--- src/rtl/mac_array_ctrl.sv ---
// mac_array_ctrl: sequences one kernel-load + execute pass over a row x col
// MAC tile array. It pops vectors from the L0 buffer and issues a per-row
// instruction stream, skewed by one cycle per row. It then waits for the
// array pipeline to drain and pulses done.
//
// Handshake: l0_rd is a pop strobe. It is asserted only in LOAD or EXEC while
// l0_empty is low, and the vector is consumed on that same clock edge. The
// matching instruction appears on inst_w[1:0] in the following cycle, in
// step with the L0 data. While l0_empty is high, nothing is popped and a
// 00 bubble is issued.
module mac_array_ctrl #(
    parameter int row    = 8,
    parameter int col    = 8,
    parameter int len_bw = 8
) (
    input  logic              clk,
    input  logic              reset,
    input  logic              start,
    input  logic              os_mode,
    input  logic [len_bw-1:0] exec_len,
    input  logic              l0_empty,
    output logic              l0_rd,
    output logic [2*row-1:0]  inst_w,
    output logic              mode_select,
    output logic              busy,
    output logic              done,
    output logic [2:0]        state_dbg
);

    localparam int DRAIN_CYC = row + col - 1;
    localparam int LEN_MAX   = (1 << len_bw) - 1;
    localparam int MAX_A     = (col > LEN_MAX) ? col : LEN_MAX;
    localparam int CNT_MAX   = (MAX_A > DRAIN_CYC) ? MAX_A : DRAIN_CYC;
    localparam int CW        = $clog2(CNT_MAX + 1);

    localparam logic [2:0] S_IDLE  = 3'd0;
    localparam logic [2:0] S_LOAD  = 3'd1;
    localparam logic [2:0] S_EXEC  = 3'd2;
    localparam logic [2:0] S_DRAIN = 3'd3;
    localparam logic [2:0] S_DONE  = 3'd4;

    logic [2:0]        state;
    logic [CW-1:0]     cnt;
    logic              os_q;
    logic [len_bw-1:0] len_q;
    logic [1:0]        skew_q [row];

    logic issue;
    logic last_load;
    logic last_exec;
    logic last_drain;

    assign issue      = ((state == S_LOAD) || (state == S_EXEC)) && !l0_empty;
    assign last_load  = (cnt == CW'(col - 1));
    assign last_exec  = (cnt == (CW'(len_q) - CW'(1)));
    assign last_drain = (cnt == CW'(DRAIN_CYC - 1));

    // Pass sequencing: the state, the issue/drain counter, and the config latched at start.
    always_ff @(posedge clk) begin
        if (reset) begin
            state <= S_IDLE;
            cnt   <= '0;
            os_q  <= 1'b0;
            len_q <= '0;
        end else begin
            case (state)
                S_IDLE: begin
                    if (start) begin
                        os_q  <= os_mode;
                        len_q <= exec_len;
                        cnt   <= '0;
                        state <= S_LOAD;
                    end
                end
                S_LOAD: begin
                    if (issue) begin
                        if (last_load) begin
                            cnt   <= '0;
                            state <= (len_q != '0) ? S_EXEC : S_DRAIN;
                        end else begin
                            cnt <= cnt + CW'(1);
                        end
                    end
                end
                S_EXEC: begin
                    if (issue) begin
                        if (last_exec) begin
                            cnt   <= '0;
                            state <= S_DRAIN;
                        end else begin
                            cnt <= cnt + CW'(1);
                        end
                    end
                end
                S_DRAIN: begin
                    if (last_drain) begin
                        cnt   <= '0;
                        state <= S_DONE;
                    end else begin
                        cnt <= cnt + CW'(1);
                    end
                end
                S_DONE: begin
                    state <= S_IDLE;
                end
                default: begin
                    state <= S_IDLE;
                end
            endcase
        end
    end

    // Instruction skew chain: entry 0 is the base instruction, and each later row is the previous row one cycle late.
    always_ff @(posedge clk) begin
        if (reset) begin
            for (int r = 0; r < row; r++) begin
                skew_q[r] <= 2'b00;
            end
        end else begin
            if (issue) begin
                skew_q[0] <= (state == S_LOAD) ? 2'b01 : 2'b10;
            end else begin
                skew_q[0] <= 2'b00;
            end
            for (int r = 1; r < row; r++) begin
                skew_q[r] <= skew_q[r-1];
            end
        end
    end

    // Flatten the skew chain onto inst_w, forced to zero while reset is held.
    always_comb begin
        inst_w = '0;
        if (!reset) begin
            for (int r = 0; r < row; r++) begin
                inst_w[2*r +: 2] = skew_q[r];
            end
        end
    end

    assign l0_rd       = issue && !reset;
    assign busy        = (state != S_IDLE) && !reset;
    assign done        = (state == S_DONE) && !reset;
    assign mode_select = busy && os_q;
    assign state_dbg   = state;

endmodule
--- config.mk ---
export PLATFORM = sky130hd
export DESIGN_NAME = mac_array_ctrl
export DESIGN_NICKNAME = d
export VERILOG_FILES = /design/src/rtl/mac_array_ctrl.sv
export SDC_FILE = /design/constraint.sdc
export NUM_CORES = 1
export LEC_CHECK = 0
export CORE_MARGIN = 10
export CORE_UTILIZATION = 35
export DETAILED_ROUTE_END_ITERATION = 10
export SYNTH_ARGS = -nofsm -noshare
export SYNTH_HDL_FRONTEND = slang
export SYNTH_SLANG_ARGS = --single-unit
--- constraint.sdc ---
create_clock -name clk -period 3.4 [get_ports clk]
set_input_delay 0.68 -clock clk [delete_from_list [all_inputs] [get_ports clk]]
set_output_delay 0.68 -clock clk [all_outputs]
set_load 0.02 [all_outputs]
Word-level counts from Yosys, hierarchy flattened
Memories as Yosys holds them, arrays and structs flattened.
Cells that the tools add are included.
- bits in writable memories: 16
- memories kept: 1
- input bits: 13
- register bits after elaboration: 20
- logic and storage cells: 79
- memories (name ; words ; bits a word ; read ports ; clocked after Yosys merged registers in ; wr ports ; RTL line ; text):
    skew_q ; 8 ; 2 ; 8 ; 0 ; 8 ; 46 ; logic [1:0] skew_q [row];
- equal/unequal tests: 13
- bitwise gates (word level): 9
- reduce and logical (&&, ||, !) cells: 15
- muxes and demuxes: 35
- add/subtract/negate cells: 2
- operator list (operator ; number):
    8-bit two-way mux ; 6
    8-bit one-hot mux with 4 select lines ; 1
    2-bit two-way mux ; 10
    3-bit two-way mux ; 6
    16-bit two-way mux ; 1
    2-bit != test (second input constant) ; 6
    3-bit one-hot mux with 4 select lines ; 1
    1-bit two-way mux ; 10
    1-bit OR ; 9
    8-bit by 1-bit adder with 8-bit output (second input constant) ; 1
    8-bit by 3-bit equality test with 1-bit output (second input constant) ; 1
    8-bit by 4-bit equality test with 1-bit output (second input constant) ; 1
    8-bit equality test ; 1
    8-bit nonzero test ; 1
    8-bit by 1-bit subtractor with 8-bit output (second input constant) ; 1
    3-bit by 2-bit equality test with 1-bit output (second input constant) ; 2
    6-bit AND reduction ; 1
    1-bit logical AND ; 5
    4-bit AND reduction ; 1
    4-bit nonzero test ; 1
    3-bit by 1-bit equality test with 1-bit output (second input constant) ; 1
    3-bit equality test (second input constant) ; 1
    3-bit logical NOT ; 1
    3-bit nonzero test ; 1
    other kinds (3) ; 4

Depth between registers and ports, before layout
- depth after elaboration: 8
- depth in mapped cells: 10
- mapped depth without buffers: 9

Least setup slack after synthesis
Ideal clock, no wire load.
- kind: input port to output port
- start: in reset
- end: out mode_select
- stages: 4
- data required time: 2.720 ns
- data arrival time: 1.684 ns
- setup slack: 1.036 ns
- cell sequence: clkbuf_1 clkbuf_1 nor2_1 and2_1
- longest elaborated chain between the ends: 3
- ends and longest elaborated chain (item ; RTL line ; text):
    start, declared ; 17 ; input logic reset,
    1-bit logical NOT ; 142 ; assign busy = (state != S_IDLE) && !reset;
    1-bit logical AND ; 142 ;
    via busy ; 25 ; output logic busy,
    1-bit logical AND ; 144 ; assign mode_select = busy && os_q;
    end, declared ; 24 ; output logic mode_select,
The timed path passes the listed nets, and every way through them passes these cells.

Worst setup path in the final report
- start: in l0_empty
- end: out l0_rd
- longest elaborated chain between the ends: 3
- ends and longest elaborated chain (item ; RTL line ; text):
    start, declared ; 21 ; input logic l0_empty,
    1-bit logical NOT ; 53 ; assign issue = ((state == S_LOAD) || (state == S_EXEC)) && !l0_empty;
    1-bit logical AND ; 53 ;
    1-bit logical AND ; 141 ; assign l0_rd = issue && !reset;
    end, declared ; 22 ; output logic l0_rd,
Every way passes these cells.

==> impl_results.md <==
* Post-synth EDFFs at 2
* DRC at 0
* I/O Buffers at 35
* Die Height at 92.4 microns
* CP Capture Type: output pin
* CTS root buffer: clkbuf_8
* Clock sinks at 36
* Area contributors post-synth: dfxtp_1, nor2b_1, nand2_1
* 1st-pass router iterations at 4
* Post-synthesis cell type count at 47
* Synth Instances at 226
* FF-to-FF setup slack at 1.00 ns
* Max clock buf depth at 2
* Initial core utilization at between 30% and 40%
* Final Hold Vio Count at 0
* Setup Buffers After CTS at 0
* Largest net degree at the start of global routing at 27
* Worst Setup SP: l0_empty
* Endpoint, Worst Hold: skew_q[1][6]
* Vias in the first global route at 1569
* Setup_tns at 0 ns
* CTS resizes at 0
* Max-slew violations at 0
* Final worst path period need at 2.96 ns
* ANT cells at 0
* Critical-path cell list: clkdlybuf4s50_1 > or3_1 > a21oi_1 > clkdlybuf4s50_1
* CP arrival at 2.28 ns
* Static Leak at between 0.8 and 0.9 nW
* Total CTS buffers at 5
* Hold depth at 1
* Yosys reg bits at 36
* R2R cell count at 9
* Total gr overflow at 0
* Hold WC Path Type: flop to flop
* H-tree Lvls at 2
* Most Frequent Cell on Critical Path: clkdlybuf4s50_1
* Routed len/inst at 12.7 microns
* Routed WL at 4180 microns
* Clk_lat worst skew at 0.30 ns
* Via/cell ratio at just under 5
* WP data required at roughly 2.7 ns
* Status: completed
* VDD IR max at 217 uV
* Layout cell share with drive strength beyond 1 at approximately 5.4%
* Layout Skew at 0.0101 ns
* Setup violators final at 0
* Hold_buf cts at 0
* RSZ-0062 raised after global routing: false
* Tot GR Track Use at between 10% and 20%
* Crit-path max FO at 3
* Fmax at 0.337 GHz
* P&R area growth vs syn at 28.1%
* Reg2reg end: state_dbg[1]
* Sequential-to-total area share from yosys stat at 40.4%
* Antenna Nets Post-Route at 0
* Final period util at 87.2%
* Power Density at 567 nW/um^2
* Total power at 1.33 mW
* FF-to-FF Start: len_q[0]
* Nature of the critical path startpoint: input port
* CORE AREA at 5110 sq um
* Row count at 26
* Starting DRT DRC Count at 69
* Synth Cell Area at 1830 sq um
* Synth warnings at 0
* CP peak stage delay at 0.63 ns
* Main flop type after synthesis: dfxtp_1
* Post-Syn Area per Cell at 8.11 sq um
* Final HPWL DP at 3220 microns
* CP max-delay cell: clkdlybuf4s50_1
* Share of the synthesized area in the top cell type at a little under two fifths
* Die area at 8530 sq um
* Via Count at 1603
* Gpl congestion at around 0.81
* Final #Nets at 275
* Clock-pin slew on the worst setup and hold paths at 0.07 ns
* FFs w/ async S/R, synth at 0%
* Global-route wire length before repair at about 7400 microns
* Horiz. Die Dim at 92.4 microns
* Max Cap Viol at 0
* Hold wc startpoint: skew_q[1][4]
* Synth area leader: dfxtp_1
* Num ports at 36
* Initial antenna violation count at 0
* CTS tree: yes
* Kind of critical path: input port to output pin
==> per-stage QoR <==
step | utilization, % | setup WS (ns) | hold slack (ns) | cell area (sq um) | cells
3_5_place_dp | 43.9 | 0.429 | 0.446 | 2240 | 322
3_3_place_gp | 43.9 | 0.447 | 0.442 | 2240 | 322
6_report | 46.0 | 0.435 | 0.458 | 2350 | 330
5_1_grt | 46.0 | 0.379 | 0.478 | 2350 | 330
4_1_cts | 46.0 | 0.426 | 0.463 | 2350 | 330
2_1_floorplan | - | 1.04 | 0.430 | 1840 | 227
==> critical path, delay by kind of cell <==
| kind | cells | cell delay (ns) |
|---|---|---|
| simple gates | 1 | 0.36 |
| buf+inv | 2 | 1.06 |
| compound gates | 1 | 0.18 |
==> where the power goes <==
group | internal, mW | switching [mW]
clock network | 0.218 | 0.157
registers | 0.465 | 0.0609
logic | 0.190 | 0.241
total | 0.873 | 0.459
==> registers in the layout (all words and copies together), names as in the netlist <==
register / count
cnt: 8
len_q: 8
os_q: 1
skew_q: 16
state_dbg: 3
==> cell type report <==
| cell class | instances | area, sq um |
|---|---|---|
| multi-input cells | 169 | 1010 |
| fillers | 550 | 2760 |
| repair buffers | 38 | 368 |
| flip-flops and latches | 36 | 741 |
| well taps | 70 | 87.6 |
| clock buffers | 6 | 72.6 |
| inverters | 9 | 33.8 |
| clock inverters | 2 | 35.0 |
==> Yosys cell counts, types with 3 or more instances <==
master     n
nand2_1   27
nor2b_1   33
dfxtp_1   34
nand3_1    8
nand2b_1   3
a21oi_1   18
xnor2_1    6
xor2_1     4
o21ai_0    4
or3_1      3
clkbuf_1  10
nor2_1    15
inv_1      9
nor3_1     7
ha_1       3
==> logic make-up after synthesis <==
logic type                 after synthesis  share of synthesized area, %
other                                    1                         0.205
xor gates and xnor gates                10                          4.78
DFF                                     36                          40.4
and+or+nand+nor                        113                          32.8
buffers and inverters                   22                          4.64
adders and majority gates                3                          2.05
AOI/OAI and AO/OA                       41                          15.1
==> cell usage in the layout, fill, tap and decap left out, types with 3 or more instances in the layout <==
master / instances
a21oi_1: 18
buf_4: 3
clkbuf_8: 5
clkdlybuf4s50_1: 34
dfxtp_1: 34
ha_1: 3
inv_1: 9
nand2_1: 27
nand2b_1: 3
nand3_1: 8
nor2_1: 15
nor2b_1: 33
nor3_1: 7
o21ai_0: 4
or3_1: 3
xnor2_1: 6
xor2_1: 4
==> routing by layer <==
layer  global-route usage (%)  part of all wire, %
met4                     4.76                  1.3
met1                     12.1                   47
met3                     3.55                  5.3
met2                     16.9                   46
met5                        0                    0
==> how the worst max path moves through the flow <==
stage / endpoint / slack [ns]
2_1_floorplan: mode_select / 1.04
3_3_place_gp: l0_rd / 0.45
3_5_place_dp: l0_rd / 0.43
4_1_cts: l0_rd / 0.43
5_1_grt: l0_rd / 0.38
6_report: l0_rd / 0.44
Note: power is estimated with default switching activity, not from simulation.
